$ cat config.mk
export PLATFORM = sky130hd
export DESIGN_NAME = repeated_subtraction_divider
export DESIGN_NICKNAME = d
export VERILOG_FILES = /design/src/rtl/repeated_subtraction_divider.sv
export SDC_FILE = /design/constraint.sdc
export NUM_CORES = 1
export LEC_CHECK = 0
export BUFFER_PORTS_ARGS = -buffer_cell sky130_fd_sc_hd__buf_2
export CAP_MARGIN = 10
export CORE_MARGIN = 4
export CORE_UTILIZATION = 35
export CTS_CLUSTER_SIZE = 14
export DETAILED_ROUTE_END_ITERATION = 16
export PLACE_DENSITY = 0.61
export SLEW_MARGIN = 20
export SYNTH_ARGS = -nofsm -noshare
export SYNTH_HDL_FRONTEND = slang
export SYNTH_SLANG_ARGS = --single-unit
$ cat constraint.sdc
create_clock -name Clk -period 9.6 [get_ports Clk]
set_clock_uncertainty 0.2 [all_clocks]
set_input_delay 1.44 -clock Clk [delete_from_list [all_inputs] [get_ports Clk]]
set_output_delay 1.44 -clock Clk [all_outputs]
set_load 0.005 [all_outputs]
$ cat src/rtl/repeated_subtraction_divider.sv
// Sequential 32-bit unsigned divider using repeated subtraction.
// One subtract-and-count step is taken on each clock-enable pulse; the
// packed result is {quotient, remainder}, straight from registers.
module repeated_subtraction_divider #(
  parameter int STEP_DIV = 1
) (
  input  logic        Clk,
  input  logic        Reset,
  input  logic        Start,
  input  logic [31:0] A,
  input  logic [31:0] B,
  output logic [63:0] Out,
  output logic        Done
);

  localparam int CNT_W = (STEP_DIV > 1) ? $clog2(STEP_DIV) : 1;
  localparam logic [CNT_W-1:0] CNT_LAST = CNT_W'(STEP_DIV - 1);

  typedef enum logic [1:0] {
    IDLE = 2'd0,
    RUN  = 2'd1,
    DONE = 2'd2
  } state_t;

  state_t            state;
  logic [31:0]       remainder;
  logic [31:0]       quotient;
  logic [31:0]       divisor;
  logic [CNT_W-1:0]  ce_count;

  logic              ce;
  logic              enable;
  logic              div_zero;
  logic              write_en;
  logic [31:0]       sub_a;
  logic [31:0]       sub_b;
  logic [31:0]       diff;

  // Clock-enable pulse generator: wraps every STEP_DIV clocks and
  // restarts on Start so the first step lands STEP_DIV clocks later.
  always_ff @(posedge Clk or negedge Reset) begin
    if (!Reset) begin
      ce_count <= '0;
    end else if (Start || ce_count == CNT_LAST) begin
      ce_count <= '0;
    end else begin
      ce_count <= ce_count + CNT_W'(1);
    end
  end

  assign ce = (ce_count == CNT_LAST);

  // A step is possible while the remainder still covers the divisor.
  assign enable   = !(remainder < divisor);
  assign div_zero = (divisor == 32'd0);

  // Register write enable: the single AND of clock enable and step enable,
  // qualified by being in RUN with a usable divisor.
  assign write_en = ce & enable & ~div_zero & (state == RUN);

  // Subtractor as an adder of the inverted divisor with carry-in 1.
  // Inputs are zeroed when no step is taken, so its output is 0 then.
  assign sub_a = write_en ? remainder : 32'd0;
  assign sub_b = write_en ? divisor   : 32'd0;
  assign diff  = sub_a + ~sub_b + 32'd1;

  // Control FSM and datapath registers; Start overrides any stepping.
  always_ff @(posedge Clk or negedge Reset) begin
    if (!Reset) begin
      state     <= IDLE;
      remainder <= 32'd0;
      quotient  <= 32'd0;
      divisor   <= 32'd0;
      Done      <= 1'b0;
    end else if (Start) begin
      state     <= RUN;
      remainder <= A;
      quotient  <= 32'd0;
      divisor   <= B;
      Done      <= 1'b0;
    end else begin
      case (state)
        RUN: begin
          if (ce) begin
            if (div_zero) begin
              quotient <= 32'hFFFF_FFFF;
              state    <= DONE;
              Done     <= 1'b1;
            end else if (write_en) begin
              remainder <= diff;
              quotient  <= quotient + 32'd1;
            end else begin
              state <= DONE;
              Done  <= 1'b1;
            end
          end
        end
        DONE: begin
          Done <= 1'b1;
        end
        IDLE: begin
          Done <= 1'b0;
        end
        default: begin
          state <= IDLE;
          Done  <= 1'b0;
        end
      endcase
    end
  end

  assign Out = {quotient, remainder};

endmodule

-- Word level (Yosys, flattened, before mapping)
Cells that the tools add are included.
- add/sub/neg operators: 4
- multiply operators: 0
- divide/modulo/power cells: 0
- magnitude comparators: 1
- eq/ne operators: 7
- shift-type cells: 0
- mux-type cells: 23
- bitwise operators: 6
- reduce and logical (&&, ||, !) cells: 12
- operators by type and width (operator ; number):
    $mux W32 ; 12
    $add A32 B1 Y32 const B ; 2
    $add A32 B32 Y32 ; 1
    $logic_not A32 Y1 ; 1
    $lt A32 B32 Y1 ; 1
    $not A32 Y32 ; 1
    $mux W2 ; 4
    $reduce_and A3 Y1 ; 2
    $mux W1 ; 5
    $ne A2 B2 Y1 const B ; 2
    $ne A4 B4 Y1 const B ; 1
    $pmux W2 S2 ; 1
    $reduce_and A4 Y1 ; 1
    $reduce_bool A2 Y1 ; 2
    $and A1 B1 Y1 ; 3
    $ne A3 B3 Y1 const B ; 1
    $reduce_bool A3 Y1 ; 1
    $eq A2 B1 Y1 const B ; 1
    $eq A2 B2 Y1 const B ; 1
    $logic_not A2 Y1 ; 1
    $ne A2 B1 Y1 const B ; 1
    $not A1 Y1 ; 2
    $pmux W1 S2 ; 1
    $reduce_and A2 Y1 ; 1
    4 further kinds ; 4
- register bits after elaboration: 100
- bits in latches: 0
- memory bits (writable): 0
- bits in read-only memories: 0
- input port bits: 67
- output and inout bits: 65
- word-level logic and storage cells: 59
- memories: 0

-- Logic depth before layout (Yosys ltp)
Gate-level depths: netlist of the first run.
- depth after elaboration: 14
- gate-level depth with buffers: 23
- mapped depth without buffers: 20

-- Worst setup path after synthesis of the first run
OpenSTA, ideal clock, no wires.
- path kind: register -> register
- start point: register remainder[27]
- end point: register remainder[30]
- library setup time: 0.069 ns
- arrival time: 4.669 ns
- slack: 4.662 ns
- cell stages (with the launch flop): 23
- buffers on the path: 3
- period minus slack after synthesis: 4.938 ns
- cells stage by stage: dfrtp_1 ha_1 a2111oi_0 o21ai_0 o2111ai_1 nand2_1 a32o_1 a21o_1 buf_6 buf_2 clkbuf_1 nand2_1 ha_1 inv_1 fa_1 a211oi_1 o21ai_1 a21oi_1 a2bb2oi_1 o211a_1 o31ai_1 or4b_1 nand3_1
- cells in the longest elaborated chain, start to end: 14
- RTL lines (what ; line ; RTL):
    from (decl) ; 26 ; logic [31:0] remainder;
    from (signal assigned) ; 90 ; remainder <= diff;
    $lt A32 B32 Y1 ; 54 ; assign enable = !(remainder < divisor);
    $logic_not A1 Y1 ; 54 ;
    $and A1 B1 Y1 (3 in series) ; 59 ; assign write_en = ce & enable & ~div_zero & (state == RUN);
    $mux W32 ; 64 ; assign sub_b = write_en ? divisor : 32'd0;
    $not A32 Y32 ; 65 ; assign diff = sub_a + ~sub_b + 32'd1;
    $add A32 B32 Y32 ; 65 ;
    $add A32 B1 Y32 ; 65 ;
    $mux W32 ; 89 ; end else if (write_en) begin
    $mux W32 ; 85 ; if (div_zero) begin
    $mux W32 ; 84 ; if (ce) begin
    $mux W32 ; 82 ; case (state)
    $mux W32 ; 75 ; end else if (Start) begin
Several ways; a longest one is shown, not always the timed one. The select of a mux whose other input is x is not followed.
A chain may end at the register's enable or synchronous reset.

-- Final worst setup path of the first run
- start point: register divisor[13]
- end point: register remainder[30]
- cells in the longest elaborated chain, start to end: 14
- RTL lines (what ; line ; RTL):
    from (decl) ; 28 ; logic [31:0] divisor;
    from (signal assigned) ; 73 ; divisor <= 32'd0;
    from (signal assigned) ; 79 ; divisor <= B;
    $lt A32 B32 Y1 ; 54 ;
    $logic_not A1 Y1 ; 54 ;
    $and A1 B1 Y1 (3 in series) ; 59 ;
    $mux W32 ; 64 ;
    $not A32 Y32 ; 65 ;
    $add A32 B32 Y32 ; 65 ;
    $add A32 B1 Y32 ; 65 ;
    $mux W32 ; 89 ;
    $mux W32 ; 85 ;
    $mux W32 ; 84 ;
    $mux W32 ; 82 ;
    $mux W32 ; 75 ;
Several ways; a longest one is shown, not always the timed one. The select of a mux whose other input is x is not followed.

==> results.json, run 1 <==
{
  "status": "finished, final reports clean",
  "ant_nets": 0,
  "cts_sinks": 100,
  "synthAdderAreaFrac_pct": 11.32,
  "diodes": 0,
  "cts-root-buf": "clkbuf_16",
  "ios": 132,
  "drt_pass1_iterations": 5,
  "end_kind": "flop",
  "drive_gt1_share_pct": 16.32,
  "netlist_area_um2": 7475,
  "power_per_cell_area_nw_per_um2": 213.9,
  "max_slew_margin_pct": 34.20,
  "area_growth_syn_to_layout_pct": 15.23,
  "holdBufCountCts": 0,
  "die_x_um": 154.1,
  "yosys.area.top_type": "dfrtp_1",
  "critPathMaxFanout": 55,
  "muxShareOfSynthArea_pct": 2.963,
  "cts_tree": "done",
  "grt_max_degree": 106,
  "clockBufferDepth": 2,
  "layout_common_cells": "nand2_1 (134), buf_2 (129), dfrtp_1 (100), o21ai_0 (72), ha_1 (66)",
  "syn_nets": 1037,
  "initial_utilization_pct": 35.56,
  "synth_top_family_by_area": "compound AO/OA/AOI/OAI gates",
  "vdd_ir_drop_max_mv": 0.07741,
  "synth_compound_area_share_pct": 23.69,
  "vias": 6999,
  "yosys_warnings": 0,
  "vias_per_cell": 5.442,
  "core_um2": 21020,
  "place_congestion": 0.8983,
  "num_rows": 53,
  "ys_ff_latch": 100,
  "grt_overflow_total": 0,
  "slew_violations": 0,
  "worst_slew_pin_slew_ps": 987.0,
  "path_class": "flop to flop",
  "num-nets-final": 1141,
  "rsz0062_at_grt": "false",
  "synthTopCellsByArea": "dfrtp_1 (33%), ha_1 (11%), nand2_1 (6.7%), o21ai_0 (4.8%), and2_1 (3.2%)",
  "wl_per_cell_um": 16.86,
  "clk_pin_slew_ps": 70,
  "setup_tns_ps": 0,
  "n_fill_cell": 2141,
  "syn_avg_cell_area_um2": 8.278,
  "fmax_mhz": 173.6,
  "synth_cells": 903,
  "async_reset_ff_share_pct": 100.0,
  "drtIter0Drc": 486,
  "arrival_ps": 5850,
  "synthFlopType": "dfrtp_1",
  "synth_edf_count": 0,
  "finalCritPeriodShare_pct": 60.01,
  "finalHoldViolCount": 0,
  "synth_xor_area_share_pct": 2.461,
  "yosysTopAreaCellShare_pct": 33.48,
  "synth.distinct_cells": 69,
  "drv_cap": 0,
  "cts_setup_buffers": 0,
  "place_hpwl_mm": 16.30,
  "ys_seq_area_share_pct": 33.48,
  "die-area_um2": 23760,
  "ctsResizeCount": 0,
  "numCtsBuffers": 9,
  "grt_pass1_wl_mm": 36.18,
  "leakagePower_nw": 3.987,
  "period_minus_slack_ps": 5761,
  "numPortBuffers": 131,
  "critPathLaunchType": "flop",
  "grt_use_total_pct": 18.51,
  "insertion_delay_ps": 360,
  "htreeDepth": 3,
  "synthSimpleGateAreaFrac_pct": 20.41,
  "worstHoldPathType": "flop to flop",
  "drcViolationCount": 0,
  "die_h_um": 154.1,
  "finalSetupViolCount": 0,
  "antenna_found_initial": 1,
  "grt_pass1_vias": 6953,
  "worstPathRequired_ps": 9690,
  "power_w": 0.001842,
  "routed_wl_mm": 21.69,
  "final_common_cell": "nand2_1"
}
## where the power goes
part           total, W  switching, W  internal (W)
combinational  0.000941      0.000537      0.000403
sequential     0.000548     0.0000667      0.000481
clock          0.000354      0.000165      0.000189
## final timing paths
| kind | from | end | slack (ps) | cells past startpoint |
|---|---|---|---|---|
| max | divisor[13] | remainder[30] | 3840 | 19 |
| min | quotient[30] | quotient[30] | 340 | 2 |
| max reg2reg | divisor[13] | remainder[30] | 3840 | 19 |
| min reg2reg | quotient[30] | quotient[30] | 340 | 2 |
| max in group asynchronous | Reset | remainder[10] | 7140 | 2 |
| min in group asynchronous | Reset | divisor[28] | 850 | 1 |
## worst max-delay path: stages (launching register included)
cell and delay, ps:
dfrtp_1 410, nor4_1 550, nand4_1 150, or2_1 450
and3_1 240, a32o_1 260, a21o_4 360, buf_4 360
nand2_1 130, ha_1 170, inv_1 60, fa_1 430
a211oi_1 270, o21ai_1 130, a21oi_1 340, a2bb2oi_1 260
o211a_1 230, o31ai_1 100, or4b_1 470, nand3_1 100
## routing by layer
metal | vias up | wire length (um) | global-route usage [%]
li1 | 3480 | - | -
met1 | 3293 | 10210 | 25.61
met2 | 188 | 9671 | 28.45
met3 | 36 | 1145 | 3.546
met4 | 2 | 641 | 7.527
met5 | - | 20 | 0
## through the flow
| step | cell area, um2 | cells | hold WS [ps] | utilization, % | worst slack (ps) |
|---|---|---|---|---|---|
| 2_1_floorplan | 7475 | 903 | 305.2 | - | 4662 |
| 3_3_place_gp | 8334 | 1271 | 328.5 | 39.65 | 3851 |
| 3_5_place_dp | 8334 | 1271 | 330.1 | 39.65 | 3834 |
| 4_1_cts | 8613 | 1286 | 339.8 | 40.97 | 3803 |
| 5_1_grt | 8613 | 1286 | 360.2 | 40.97 | 3198 |
| 6_report | 8613 | 1286 | 335.5 | 40.97 | 3839 |
## logic make-up (layout without fill, tap and decap cells)
| logic type | after synthesis | count (layout) |
|---|---|---|
| other | 1 | 1 |
| muxes | 22 | 22 |
| DFF | 100 | 100 |
| and+or+nand+nor | 324 | 324 |
| buffers and inverters | 101 | 209 |
| xor gates and xnor gates | 21 | 21 |
| AOI/OAI and AO/OA | 267 | 267 |
| adders and majority gates | 67 | 67 |
## state kept, by name, indices dropped and copies added, names as in the netlist
| signal | cells |
|---|---|
| quotient | 32 |
| remainder | 32 |
| state | 2 |
| Done | 1 |
| divisor | 32 |
| ce_count | 1 |
## cell type report
cell class                      instances  area (um2)  share of cell area (%)
Tap cell                              275       344.1                   3.995
Inverter                               57       214.0                   2.484
Sequential cell                       100        2502                   29.05
Clock inverter                          3       22.52                  0.2615
Clock buffer                           12       256.5                   2.978
Multi-Input combinational cell        702        4568                   53.04
Timing Repair Buffer                  137       705.7                   8.193
## cells in the mapped netlist, types with 3 or more instances
library cell / number
o211ai_1: 18
nor3_1: 18
o21bai_1: 5
a21oi_1: 44
o21a_1: 14
a211oi_1: 13
a311oi_1: 6
or3_1: 4
o31ai_1: 14
nand2_1: 134
xor2_1: 8
and2_1: 38
buf_2: 4
a2111oi_0: 3
a21o_1: 15
a2bb2oi_1: 3
inv_1: 56
a221oi_1: 8
and3_1: 10
nand4_1: 18
nor4_1: 10
clkbuf_1: 31
o2111ai_1: 3
buf_6: 4
dfrtp_1: 100
xnor2_1: 13
buf_1: 3
or2_2: 4
a31oi_1: 22
mux2i_1: 21
ha_1: 66
o21ai_0: 72
nand3_1: 13
a211o_1: 3
nor2b_1: 4
nor2_1: 59
Power figures use the tool's default switching activity.
==> inputs of run 2 (changes only) <==
- ABC_AREA: default -> 1
- PLACE_DENSITY: 0.61 -> 0.63
- clock period: 9.6 -> 4.77 ns (I/O delays scaled with it)
==> results.json, run 2 <==
{
  "post-route-util_pct": 40.94,
  "ys_ff_latch": 100,
  "fmax_mhz": 229.3,
  "stdcell_area_um2": 9610,
  "num-nets-final": 1522,
  "diodes": 0,
  "slew_violations": 0,
  "drt_pass1_iterations": 6,
  "synth_most_common_cell": "nand2_1",
  "setup_tns_ps": 0,
  "grt_overflow_total": 0,
  "ios": 132,
  "cts_sinks": 100,
  "power_per_cell_area_nw_per_um2": 506.0,
  "synth.distinct_cells": 42,
  "vdd_ir_drop_max_mv": 0.2237,
  "worstHoldPathType": "input port to async pin",
  "drv_cap": 0,
  "critPathLaunchType": "flop",
  "cts_tree": "done",
  "worstPathRequired_ps": 4810,
  "clk_pin_slew_ps": 80,
  "max_slew_margin_pct": 37.88,
  "critical-path-slowest-cell": "dfrtp_1",
  "insertion_delay_ps": 360,
  "yosysTopAreaCellShare_pct": 30.01,
  "num_rows": 56,
  "initial_utilization_pct": 35.53,
  "grt_max_degree": 69,
  "cts_setup_buffers": 0,
  "cts-root-buf": "clkbuf_16",
  "final_common_cell": "nand2_1",
  "status": "finished, final reports clean",
  "ctsResizeCount": 0,
  "fin_cells": 1712,
  "antenna_found_initial": 3,
  "leakagePower_nw": 5.231,
  "ys_seq_area_share_pct": 30.01,
  "synthFlopType": "dfrtp_1",
  "syn_avg_cell_area_um2": 6.541,
  "worst_slew_pin_slew_ps": 931.8,
  "syn_nets": 1409,
  "drive_gt1_share_pct": 13.78,
  "grt_pass1_vias": 8605,
  "place_congestion": 0.9472,
  "whs_ps": 274.4,
  "regArea_um2": 2502,
  "die_h_um": 162.4,
  "end_kind": "flop",
  "finalHoldViolCount": 0,
  "routed_wl_mm": 27.13,
  "grt_pass1_wl_mm": 43.87,
  "place_inst": 1696,
  "arrival_ps": 4410,
  "finalCritPeriodShare_pct": 91.44,
  "clockBufferDepth": 2,
  "wl_per_cell_um": 15.85,
  "drtIter0Drc": 619,
  "rsz0062_at_grt": "false",
  "synth_edf_count": 0,
  "ant_nets": 0,
  "layout_common_cells": "nand2_1 (394), inv_1 (145), nor2_1 (131), buf_2 (129), dfrtp_1 (100)",
  "die_x_um": 162.4,
  "multi_input_area_um2": 5089,
  "yosys_warnings": 0,
  "synth_cells": 1275,
  "core_um2": 23470,
  "crit_chain": "ha_1 > a21oi_1 > nor2_1 > nor2_1 > nand3_1 > a21oi_2 > nand2_1 > nand2_4 > buf_4 > nor2_1 > ha_1 > nand2_1 > nor2_1 > inv_1 > nor2_1 > nand4_1 > nand3_1 > nand2_1 > nand3_1 > nand2_1 > nand2_1 > o21ai_0",
  "numCtsBuffers": 9,
  "vias_per_cell": 5.064,
  "critPathMaxFanout": 23,
  "netlist_area_um2": 8339,
  "postPlaceCellArea_um2": 9278,
  "yosys.area.top_type": "dfrtp_1",
  "numPortBuffers": 131,
  "path_class": "flop to flop",
  "async_reset_ff_share_pct": 100.0,
  "reg_top3": "divisor (32), quotient (32), remainder (32)",
  "die-area_um2": 26360,
  "htreeDepth": 3,
  "finalSetupViolCount": 0,
  "area_growth_syn_to_layout_pct": 15.24,
  "period_minus_slack_ps": 4362,
  "slowest_delay_ps": 470,
  "vias": 8670,
  "grt_use_total_pct": 20.77,
  "holdBufCountCts": 0,
  "synth_common_cells": "nand2_1 (394), inv_1 (145), nor2_1 (131)",
  "place_hpwl_mm": 21.36,
  "synthTopCellsByArea": "dfrtp_1 (30%), nand2_1 (18%), ha_1 (9.9%), inv_1 (6.5%), nor2_1 (5.9%)",
  "n_fill_cell": 2540,
  "drcViolationCount": 0
}
## run 2: cell types whose count changed after synthesis, sizes merged, moves of 15 or more
cell,before,now
a31oi,22,1
clkbuf,31,15
o211ai,18,1
nand2,134,397
nor2,59,135
nand3,13,97
o31ai,15,0
inv,56,152
mux2i,21,0
o21ai,74,114
and2,39,1
## run 2: routing by layer
metal | wire (um) | vias up | global-route usage (%) | part of all wire [%]
li1 | - | 4348 | - | -
met1 | 11930 | 4012 | 26.60 | 44
met2 | 12980 | 241 | 35.51 | 48
met3 | 1274 | 63 | 3.771 | 4.7
met4 | 916 | 6 | 6.844 | 3.4
met5 | 28 | - | 0 | 0.10
## run 2: final cells by class
type / instances / area share, %
clock inverters: 5 / 0.6900
flip-flops and latches: 100 / 26.04
repair buffers: 139 / 7.577
well taps: 319 / 4.153
inverters: 152 / 5.963
multi-input cells: 986 / 52.95
clock buffers: 11 / 2.630
## run 2: path summary, 6_finish.rpt
path,from,end,slack (ps),cells past startpoint
max in group asynchronous,Reset,quotient[9],3090,2
worst min-delay path,Reset,remainder[3],270,1
worst max-delay path,remainder[21],remainder[20],410,22
worst max register to register,remainder[21],remainder[20],410,22
min in group Clk,state[1],state[1],310,2
worst min register to register,state[1],state[1],310,2
## run 2: per-stage QoR
step / total power, W / worst slack [ps]
2_1_floorplan: 0.003158 / 1174
3_3_place_gp: 0.004010 / 222.9
3_5_place_dp: 0.004033 / 164.9
4_1_cts: 0.004859 / 134.0
5_1_grt: 0.005351 / 18.45
6_report: 0.004863 / 408.1
## run 2: critical path, delay by kind of cell (launching register included)
family | cells | cell delay [ps]
and+or+nand+nor | 15 | 1880
buffers and inverters | 2 | 410
DFF | 1 | 470
adders and majority gates | 2 | 790
AOI/OAI and AO/OA | 3 | 470
## run 2: cells by family after synthesis
group	after synthesis	synth area share, %
flip-flops	100	30.01
AO/OA/AOI/OAI	183	11.76
buffers and inverters	189	9.047
adder cells (fa/ha/maj)	67	10.14
other	1	0.04497
AND/OR/NAND/NOR	710	36.37
XOR/XNOR	25	2.626
## run 2: power by group
group	internal, W	switching [W]
sequential	0.00101	0.000225
combinational	0.000979	0.00184
clock	0.000443	0.000360
